### src/rtl/id_ex_reg_pkg.sv
// Shared MIPS pipeline definitions: control-word layout, field encodings and
// small decode helpers used by the ID/EX register and its hazard logic.
package id_ex_reg_pkg;

   localparam int CTRL_W = 22;

   // Bit positions inside the packed controller word, MSB first.
   localparam int CTRL_REGWRITE    = 21;
   localparam int CTRL_BRANCH      = 20;
   localparam int CTRL_BCMP_HI     = 19;
   localparam int CTRL_BCMP_LO     = 17;
   localparam int CTRL_JUMP        = 16;
   localparam int CTRL_MEMREAD     = 15;
   localparam int CTRL_MEMWRITE    = 14;
   localparam int CTRL_MEMTOREG_HI = 13;
   localparam int CTRL_MEMTOREG_LO = 12;
   localparam int CTRL_JUMPSRC     = 11;
   localparam int CTRL_ALUSRC1     = 10;
   localparam int CTRL_ALUSRC2     = 9;
   localparam int CTRL_ALUOP_HI    = 8;
   localparam int CTRL_ALUOP_LO    = 4;
   localparam int CTRL_REGDST_HI   = 3;
   localparam int CTRL_REGDST_LO   = 2;
   localparam int CTRL_LUIOP       = 1;
   localparam int CTRL_EXTOP       = 0;

   // All-zero word: no RegWrite, MemRead, MemWrite, Branch or Jump.
   localparam logic [CTRL_W-1:0] CTRL_BUBBLE = 22'h000000;

   typedef enum logic [4:0] {
      ALU_ADD  = 5'd0,
      ALU_SUB  = 5'd1,
      ALU_AND  = 5'd2,
      ALU_OR   = 5'd3,
      ALU_XOR  = 5'd4,
      ALU_NOR  = 5'd5,
      ALU_SLT  = 5'd6,
      ALU_SLTU = 5'd7,
      ALU_SLL  = 5'd8,
      ALU_SRL  = 5'd9,
      ALU_SRA  = 5'd10,
      ALU_ADDU = 5'd11,
      ALU_SUBU = 5'd12,
      ALU_LUI  = 5'd13
   } alu_op_e;

   typedef enum logic [2:0] {
      BCMP_EQ   = 3'd0,
      BCMP_NE   = 3'd1,
      BCMP_LEZ  = 3'd2,
      BCMP_GTZ  = 3'd3,
      BCMP_LTZ  = 3'd4,
      BCMP_GEZ  = 3'd5
   } bcmp_e;

   typedef enum logic [1:0] {
      M2R_ALU  = 2'd0,
      M2R_MEM  = 2'd1,
      M2R_PC4  = 2'd2
   } memtoreg_e;

   typedef enum logic [1:0] {
      RDST_RT  = 2'd0,
      RDST_RD  = 2'd1,
      RDST_RA  = 2'd2
   } regdst_e;

   function automatic logic ctrl_mem_read(input logic [CTRL_W-1:0] ctrl);
      return ctrl[CTRL_MEMREAD];
   endfunction

   function automatic logic [4:0] ctrl_alu_op(input logic [CTRL_W-1:0] ctrl);
      return ctrl[CTRL_ALUOP_HI:CTRL_ALUOP_LO];
   endfunction

endpackage

### src/rtl/id_ex_reg_load_use_detect.sv
// Combinational load-use hazard detector: compares the load in EX against the
// source specifiers of the instruction sitting in ID.
module load_use_detect
   import id_ex_reg_pkg::*;
(
   input  logic       ex_mem_read,
   input  logic       ex_valid,
   input  logic [4:0] ex_rt,
   input  logic [4:0] id_rs,
   input  logic [4:0] id_rt,
   input  logic       flush_i,
   output logic       haz,
   output logic       stall_o
);

   logic match_s;

   // Both specifiers are compared for every opcode; a spurious stall is harmless.
   always_comb begin
      match_s = 1'b0;
      if ((ex_rt != 5'd0) && ((ex_rt == id_rs) || (ex_rt == id_rt))) begin
         match_s = 1'b1;
      end else begin
         match_s = 1'b0;
      end
   end

   // A killed ID instruction never needs to wait for the load.
   always_comb begin
      haz     = ex_mem_read & ex_valid & match_s;
      stall_o = haz & ~flush_i;
   end

endmodule

### src/rtl/id_ex_reg.sv
// ID/EX pipeline register with load-use bubble injection, flush kill and
// saturating bubble/flush performance counters.
module id_ex_reg
   import id_ex_reg_pkg::*;
#(
   parameter int DATA_W = 32,
   parameter int CNT_W  = 16
) (
   input  logic              clk,
   input  logic              rst_n,
   input  logic [21:0]       id_ctrl,
   input  logic [DATA_W-1:0] id_pc4,
   input  logic [DATA_W-1:0] id_rs_data,
   input  logic [DATA_W-1:0] id_rt_data,
   input  logic [15:0]       id_imm,
   input  logic [4:0]        id_shamt,
   input  logic [4:0]        id_rs,
   input  logic [4:0]        id_rt,
   input  logic [4:0]        id_rd,
   input  logic              hold_i,
   input  logic              flush_i,
   output logic [21:0]       ex_ctrl,
   output logic [DATA_W-1:0] ex_pc4,
   output logic [DATA_W-1:0] ex_rs_data,
   output logic [DATA_W-1:0] ex_rt_data,
   output logic [15:0]       ex_imm,
   output logic [4:0]        ex_shamt,
   output logic [4:0]        ex_rs,
   output logic [4:0]        ex_rt,
   output logic [4:0]        ex_rd,
   output logic              ex_valid,
   output logic              stall_o,
   output logic [CNT_W-1:0]  bubble_cnt,
   output logic [CNT_W-1:0]  flush_cnt
);

   localparam logic [CNT_W-1:0] CNT_ONE = {{(CNT_W-1){1'b0}}, 1'b1};
   localparam logic [CNT_W-1:0] CNT_MAX = {CNT_W{1'b1}};

   logic [CTRL_W-1:0] ctrl_r;
   logic [DATA_W-1:0] pc4_r;
   logic [DATA_W-1:0] rs_data_r;
   logic [DATA_W-1:0] rt_data_r;
   logic [15:0]       imm_r;
   logic [4:0]        shamt_r;
   logic [4:0]        rs_r;
   logic [4:0]        rt_r;
   logic [4:0]        rd_r;
   logic              valid_r;
   logic [CNT_W-1:0]  bubble_cnt_r;
   logic [CNT_W-1:0]  flush_cnt_r;

   logic              haz_s;
   logic              stall_s;
   logic              capture_s;
   logic [CNT_W-1:0]  bubble_inc_s;
   logic [CNT_W-1:0]  flush_inc_s;

   load_use_detect u_lud (
      .ex_mem_read (ctrl_mem_read(ctrl_r)),
      .ex_valid    (valid_r),
      .ex_rt       (rt_r),
      .id_rs       (id_rs),
      .id_rt       (id_rt),
      .flush_i     (flush_i),
      .haz         (haz_s),
      .stall_o     (stall_s)
   );

   // Saturating next values for both performance counters.
   always_comb begin
      bubble_inc_s = bubble_cnt_r;
      flush_inc_s  = flush_cnt_r;
      if (bubble_cnt_r == CNT_MAX) begin
         bubble_inc_s = bubble_cnt_r;
      end else begin
         bubble_inc_s = bubble_cnt_r + CNT_ONE;
      end
      if (flush_cnt_r == CNT_MAX) begin
         flush_inc_s = flush_cnt_r;
      end else begin
         flush_inc_s = flush_cnt_r + CNT_ONE;
      end
   end

   // Data fields follow ID unless a hold freezes EX; a flush overrides the hold.
   always_comb begin
      capture_s = 1'b0;
      if (flush_i || !hold_i) begin
         capture_s = 1'b1;
      end else begin
         capture_s = 1'b0;
      end
   end

   // Control word, valid flag and counters: flush > hold > hazard > capture.
   always_ff @(posedge clk or negedge rst_n) begin
      if (!rst_n) begin
         ctrl_r       <= CTRL_BUBBLE;
         valid_r      <= 1'b0;
         bubble_cnt_r <= {CNT_W{1'b0}};
         flush_cnt_r  <= {CNT_W{1'b0}};
      end else if (flush_i) begin
         ctrl_r      <= CTRL_BUBBLE;
         valid_r     <= 1'b0;
         flush_cnt_r <= flush_inc_s;
      end else if (hold_i) begin
         ctrl_r  <= ctrl_r;
         valid_r <= valid_r;
      end else if (haz_s) begin
         ctrl_r       <= CTRL_BUBBLE;
         valid_r      <= 1'b0;
         bubble_cnt_r <= bubble_inc_s;
      end else begin
         ctrl_r  <= id_ctrl;
         valid_r <= 1'b1;
      end
   end

   // Operand and specifier fields.
   always_ff @(posedge clk or negedge rst_n) begin
      if (!rst_n) begin
         pc4_r     <= {DATA_W{1'b0}};
         rs_data_r <= {DATA_W{1'b0}};
         rt_data_r <= {DATA_W{1'b0}};
         imm_r     <= 16'h0000;
         shamt_r   <= 5'd0;
         rs_r      <= 5'd0;
         rt_r      <= 5'd0;
         rd_r      <= 5'd0;
      end else if (capture_s) begin
         pc4_r     <= id_pc4;
         rs_data_r <= id_rs_data;
         rt_data_r <= id_rt_data;
         imm_r     <= id_imm;
         shamt_r   <= id_shamt;
         rs_r      <= id_rs;
         rt_r      <= id_rt;
         rd_r      <= id_rd;
      end else begin
         pc4_r     <= pc4_r;
         rs_data_r <= rs_data_r;
         rt_data_r <= rt_data_r;
         imm_r     <= imm_r;
         shamt_r   <= shamt_r;
         rs_r      <= rs_r;
         rt_r      <= rt_r;
         rd_r      <= rd_r;
      end
   end

   assign ex_ctrl    = ctrl_r;
   assign ex_pc4     = pc4_r;
   assign ex_rs_data = rs_data_r;
   assign ex_rt_data = rt_data_r;
   assign ex_imm     = imm_r;
   assign ex_shamt   = shamt_r;
   assign ex_rs      = rs_r;
   assign ex_rt      = rt_r;
   assign ex_rd      = rd_r;
   assign ex_valid   = valid_r;
   assign stall_o    = stall_s;
   assign bubble_cnt = bubble_cnt_r;
   assign flush_cnt  = flush_cnt_r;

endmodule

### config.mk
export PLATFORM = sky130hd
export DESIGN_NAME = id_ex_reg
export DESIGN_NICKNAME = d
export VERILOG_FILES = /design/src/rtl/id_ex_reg_pkg.sv /design/src/rtl/id_ex_reg_load_use_detect.sv /design/src/rtl/id_ex_reg.sv
export SDC_FILE = /design/constraint.sdc
export NUM_CORES = 1
export LEC_CHECK = 0
export ABC_AREA = 0
export CAP_MARGIN = 5
export CELL_PAD_IN_SITES_DETAIL_PLACEMENT = 0
export CELL_PAD_IN_SITES_GLOBAL_PLACEMENT = 2
export CORE_ASPECT_RATIO = 0.75
export CORE_MARGIN = 4
export CORE_UTILIZATION = 25
export DETAILED_ROUTE_END_ITERATION = 12
export PLACE_DENSITY_LB_ADDON = 0.12
export SETUP_SLACK_MARGIN = 0.02
export SLEW_MARGIN = 40
export SYNTH_ARGS = -nofsm -noshare
export SYNTH_HDL_FRONTEND = slang
export SYNTH_SLANG_ARGS = --single-unit
### constraint.sdc
create_clock -name clk -period 4.65 [get_ports clk]
set_input_delay 0.93 -clock clk [delete_from_list [all_inputs] [get_ports clk]]
set_output_delay 0.93 -clock clk [all_outputs]
set_load 0.05 [all_outputs]
==> results of run 1 <==
flip-flops by register name, summed over array words and instances (netlist names):
register and count:
bubble_cnt 16, ex_rs_data 32, ex_valid 1, ex_rd 5, flush_cnt 16, ex_ctrl 22
ex_rt_data 32, ex_imm 16, ex_shamt 5, ex_rt 5, ex_pc4 32, ex_rs 5
cells by family after synthesis:
family,Yosys count,share of synthesized area
simple gates,499,0.2750
flops,187,0.6126
buf+inv,46,0.02621
compound gates,35,0.03915
xor+xnor,33,0.03784
mux,4,0.005896
fa+ha+maj,2,0.003275
worst max-delay path, delay by kind of cell:
kind / cells / cell delay (ps)
and+or+nand+nor: 3 / 390
buffers and inverters: 4 / 1130
xor gates and xnor gates: 1 / 130
AOI/OAI and AO/OA: 1 / 170
layout make-up:
cell class | count | area (sq um)
clock buffers | 20 | 456.7
clock inverters | 10 | 142.6
fillers | 3058 | 17990
inverters | 4 | 15.01
multi-input cells | 573 | 2774
flip-flops and latches | 187 | 4679
well taps | 399 | 499.2
repair buffers | 356 | 3580
where the power goes:
group	internal, W	switching, W	total (W)
logic	0.000445	0.000778	0.00122
clock network	0.000872	0.000653	0.00152
registers	0.00176	0.000104	0.00187
total	0.00308	0.00154	0.00461
path summary, 6_finish.rpt:
kind,startpoint,slack [ps],end,cells after the start
worst max-delay path,id_rs[4],950,stall_o,9
worst min-delay path,ex_pc4[9],460,ex_pc4[9],2
worst max register to register,ex_rt[0],2640,bubble_cnt[1],5
worst min register to register,ex_pc4[9],460,ex_pc4[9],2
max in group asynchronous,rst_n,3220,ex_rt_data[10],2
min in group asynchronous,rst_n,510,ex_rs_data[23],1
cells in the mapped netlist, drive strengths merged:
library cell,count,share of area
nand4b,4,0.0046
o211ai,1,0.0028
nor4,1,0.00082
and3,9,0.0074
xnor2,31,0.036
buf,8,0.0075
nand3,22,0.014
ha,2,0.0033
a32o,2,0.0026
inv,4,0.0020
dfrtp,187,0.61
and2,1,0.00082
a22o,20,0.023
a21oi,4,0.0031
nor2b,1,0.00082
o21ai,2,0.0013
nand4,8,0.0066
or4,1,0.0015
nor2,7,0.0034
o22ai,1,0.0016
nand2b,1,0.00082
nor3,5,0.0033
clkbuf,34,0.017
nand3b,2,0.0020
and4,4,0.0046
nand2,410,0.20
nor4b,1,0.0011
xor2,2,0.0023
mux2,4,0.0059
nor3b,21,0.021
a31oi,1,0.00082
o21a,4,0.0039
or3,1,0.00082
metal layers:
layer	vias to the layer above	wire, um	global-route usage
li1	3233	-	-
met1	3096	11490	0.1988
met2	154	12440	0.2494
met3	18	2237	0.06835
met4	2	226	0.03380
met5	-	13	0
per-stage QoR:
step | instance area, sq um | hold WS [ps] | setup WS (ps) | std cells | power (W)
finish | 12150 | 463.2 | 951.8 | 1549 | 0.004615
global route | 12150 | 480.2 | 810.2 | 1549 | 0.004841
CTS | 12140 | 470.3 | 925.7 | 1549 | 0.004708
detailed placement | 11540 | 454.8 | 934.5 | 1519 | 0.003135
global placement | 11540 | 448.2 | 946.9 | 1519 | 0.003135
floorplan | 7639 | 577.6 | 1299 | 806 | 0.002578
==> run metrics, run 1 <==
status=finished clean; critical path class=in2out; clk slew on worst S/H paths=about 70 ps; sequential-to-total area share from yosys stat=0.6126; post-route DRC violation count=0; DR vias=roughly 6,500; number of nets in the layout=1,299; CTS tree=done; critical path arrival=approximately 2800 ps; Detailed Place HPWL=~19,000 um; Initial Utilization=0.2534; number of global-route vias before repair=6,739; pin count of the biggest net entering global routing=86; P_leak=~5.5 nW; synthesis warning total=0; die area=~0.033 sq mm; Slew headroom=0.5316; WL/cell=approximately 17 um; power per cell area=~380 mW/mm^2; Root Buffer=clkbuf_16; gr usage total=0.1566; Syn Std Cell Area=0.007639 sq mm; clk_lat worst skew=between 400 and 500 ps; total gr overflow=0; RePlAce Congestion=0.7571; PortBufs=~350; DRT iter0 DRCs=~300; Pre-antenna DRT Iters=4; Worst EP required=about 3700 ps; Pins Over Slew Limit=0; initial antenna violation count=1; Unique masters post-synth=37; hold-fix buffers at CTS=0; most common cell after layout, fill and taps aside=nand2_1; CTS max path bufs=2; CTS HTree Levels=4; peak supply drop=0.2230 mV; vias per std cell=~4.2; # setup viols final=0; I/O pin count=~350; Num CTS Buffers=17; Setup crit end kind=output pin; post-route ant nets=0; Synthesized Nets=966; # rows=55; ANT cells=0; global-route wire length before repair=40,880 um; synthesis-stage register bit count=187; fmax=around 270 MHz; final core utilization=0.4030; TritonCTS Sinks=~190; CP max stage cell=clkdlybuf4s50_1; final hold viol count=0; crit path launch type=input pin; Largest stage delay, worst path=510 ps; core area=roughly 0.03 sq mm; commonest cells after routing, fill and taps aside=nand2_1 (409), clkdlybuf4s50_1 (343), dfrtp_1 (187); layout cells sized above 1=0.04261; HP Class=reg2reg; Chip Height=about 160 um; Cells after Synth=between 800 and 900; number of buffers added for setup after CTS=0; min Tclk post-route=around 3700 ps; total of max-cap violations=0; Post-CTS Resized=0; Worst Path Max Fanout=24; Setup TNS=0 ps; P&R area growth vs syn=59.02%; RSZ-0062 raised after global routing=no; Mapped Avg Cell Area=about 9.5 sq um; Die Wd=209.8 um; clock skew=10.39 ps; fin crit share=0.7953; Most common cell on crit path=buf_4; Worst Tran Pin Value=approximately 700 ps; crit path cell chain=clkdlybuf4s50_1 -> xnor2_1 -> nand3_1 -> o22ai_2 -> buf_4 -> nand2b_1 -> buf_4 -> nor2_1 -> buf_12; Total Routed Length=about 26,000 um
(Power assumes the default switching activity.)
==> run 2: changes to the inputs <==
- CORE_UTILIZATION: 25 -> 24
- clock period: 4.65 -> 3.65 ns (I/O delays scaled with it)
==> run metrics, run 2 (synthesized netlist as in run 1, its figures left out) <==
critical path arrival=2200 ps (-570 ps); PortBufs=345 (unchanged); Setup TNS=0 ps (unchanged); WL/cell=17.32 um (+1.6%); Slew headroom=0.5217 (-0.009878); clk slew on worst S/H paths=80 ps (about the same); fillers=3,153 (+3.1%); core area=0.03132 sq mm (+3.9%); RSZ-0062 raised after global routing=no; number of buffers added for setup after CTS=0 (unchanged); non-filler cells, final=1,560 (+0.71%); Metal-1 WL=12,110 um (+5.4%); r2r setup slk=1610 ps (-1030 ps); critical path class=in2out; Total Routed Length=27,020 um (+2.4%); DR WL met2=12,390 um (-0.35%); P&R area growth vs syn=59.97%; Pre-antenna DRT Iters=4 (unchanged); crit path launch type=input pin; RR Endpoint=ex_ctrl[21]; # rows=56 (+1.8%); DR vias=6,564 (+0.94%); total gr overflow=0 (unchanged); Worst Tran Pin Value=717.5 ps (+14.82 ps); CTS max path bufs=2 (unchanged); layout cells sized above 1=0.04597 (+0.003358); placed cells=1,527 (+0.53%); CTS tree=done; peak supply drop=0.2304 mV (+3.3%); HP Class=in2async; power per cell area=485.9 mW/mm^2 (+28%); hold-fix buffers at CTS=0 (unchanged); fin crit share=0.8035; Root Buffer=clkbuf_16; die area=0.03478 sq mm (+4.0%); initial antenna violation count=3 (+2); TritonCTS Sinks=187 (unchanged); I/O pin count=346 (unchanged); final hold viol count=0 (unchanged); most common cell after layout, fill and taps aside=nand2_1; P_leak=5.559 nW (+0.62%); Worst Path Max Fanout=2 (-92%); final core utilization=0.3901 (-0.01285); Detailed Place HPWL=19,460 um (+3.4%); Worst EP required=2920 ps (-800 ps); CTS HTree Levels=4 (unchanged); global-route wire length before repair=41,310 um (+1.0%); reg2reg start=ex_rt[3]; clk_lat worst skew=440 ps (about the same); post-route ant nets=0 (unchanged); number of nets in the layout=1,300 (+0.077%); Die Wd=214 um (+2.0%); Pins Over Slew Limit=0 (unchanged); status=finished clean; FF-to-FF path depth=5 (unchanged); pin count of the biggest net entering global routing=133 (+55%); post-route DRC violation count=0 (unchanged); fmax=341.0 MHz; Tot Pwr=0.005937 W (+29%); min Tclk post-route=about 2900 ps; commonest cells after routing, fill and taps aside=nand2_1 (409), clkdlybuf4s50_1 (343), dfrtp_1 (187); Setup crit end kind=output pin; met3 wire length=2135 um (-4.6%); number of global-route vias before repair=6,686 (-0.79%); Chip Height=162.5 um (+2.0%); Initial Utilization=0.2439 (-0.009537); DRT iter0 DRCs=256 (-15%); Post-CTS Resized=0 (unchanged); total of max-cap violations=0 (unchanged); clock skew=9.589 ps (-0.8005 ps); vias per std cell=4.208 (+0.23%); top sig layer=met5; RePlAce Congestion=0.7361 (-2.8%); # setup viols final=0 (unchanged); gr usage total=0.1546 (-0.001994); Num CTS Buffers=17 (unchanged)
==> run 2: layout make-up <==
| class | count | area [sq um] | area share |
|---|---|---|---|
| flip-flops and latches | 187 | 4679 | 0.3830 |
| multi-input cells | 573 | 2774 | 0.2270 |
| well taps | 406 | 508.0 | 0.04157 |
| clock inverters | 14 | 181.4 | 0.01485 |
| repair buffers | 357 | 3620 | 0.2962 |
| inverters | 4 | 15.01 | 0.001229 |
| diodes | 1 | 2.502 | 0.0002048 |
| clock buffers | 18 | 439.2 | 0.03594 |
==> run 2: power by group <==
group | switching (W) | internal (W)
sequential | 0.000137 | 0.00224
clock | 0.000879 | 0.00111
combinational | 0.000992 | 0.000572
==> run 2: critical path, stage by stage <==
cell and delay (ps):
clkdlybuf4s50_1 510, xnor2_1 130, nand3_1 130, o22ai_2 230, nand2b_1 100, nor2_1 200, buf_12 170
==> run 2: worst max-delay path by stage <==
stage          startpoint  slack, ps  endpoint  cells after the start
2_1_floorplan    ex_rt[4]        690   stall_o                      7
3_3_place_gp     id_rs[4]        710   stall_o                      7
3_5_place_dp     id_rs[4]        710   stall_o                      7
4_1_cts          id_rs[4]        700   stall_o                      7
5_1_grt          id_rs[0]        620   stall_o                      7
6_report         id_rs[4]        720   stall_o                      7
==> run 2: stage by stage <==
step | setup WS, ps | cell area, sq um | hold slack [ps]
after floorplan | 692.0 | 7639 | 434.4
after global placement | 711.4 | 11600 | 448.7
after detailed placement | 711.8 | 11600 | 454.1
after CTS | 704.8 | 12220 | 310.1
after global routing | 621.1 | 12220 | 330.4
final | 717.2 | 12220 | 318.6
==> run 2: metal layers <==
| metal | vias up | GRT usage |
|---|---|---|
| met2 | 164 | 0.2386 |
| li1 | 3254 | - |
| met1 | 3118 | 0.2009 |
| met5 | - | 0 |
| met4 | 4 | 0.04153 |
| met3 | 24 | 0.06621 |
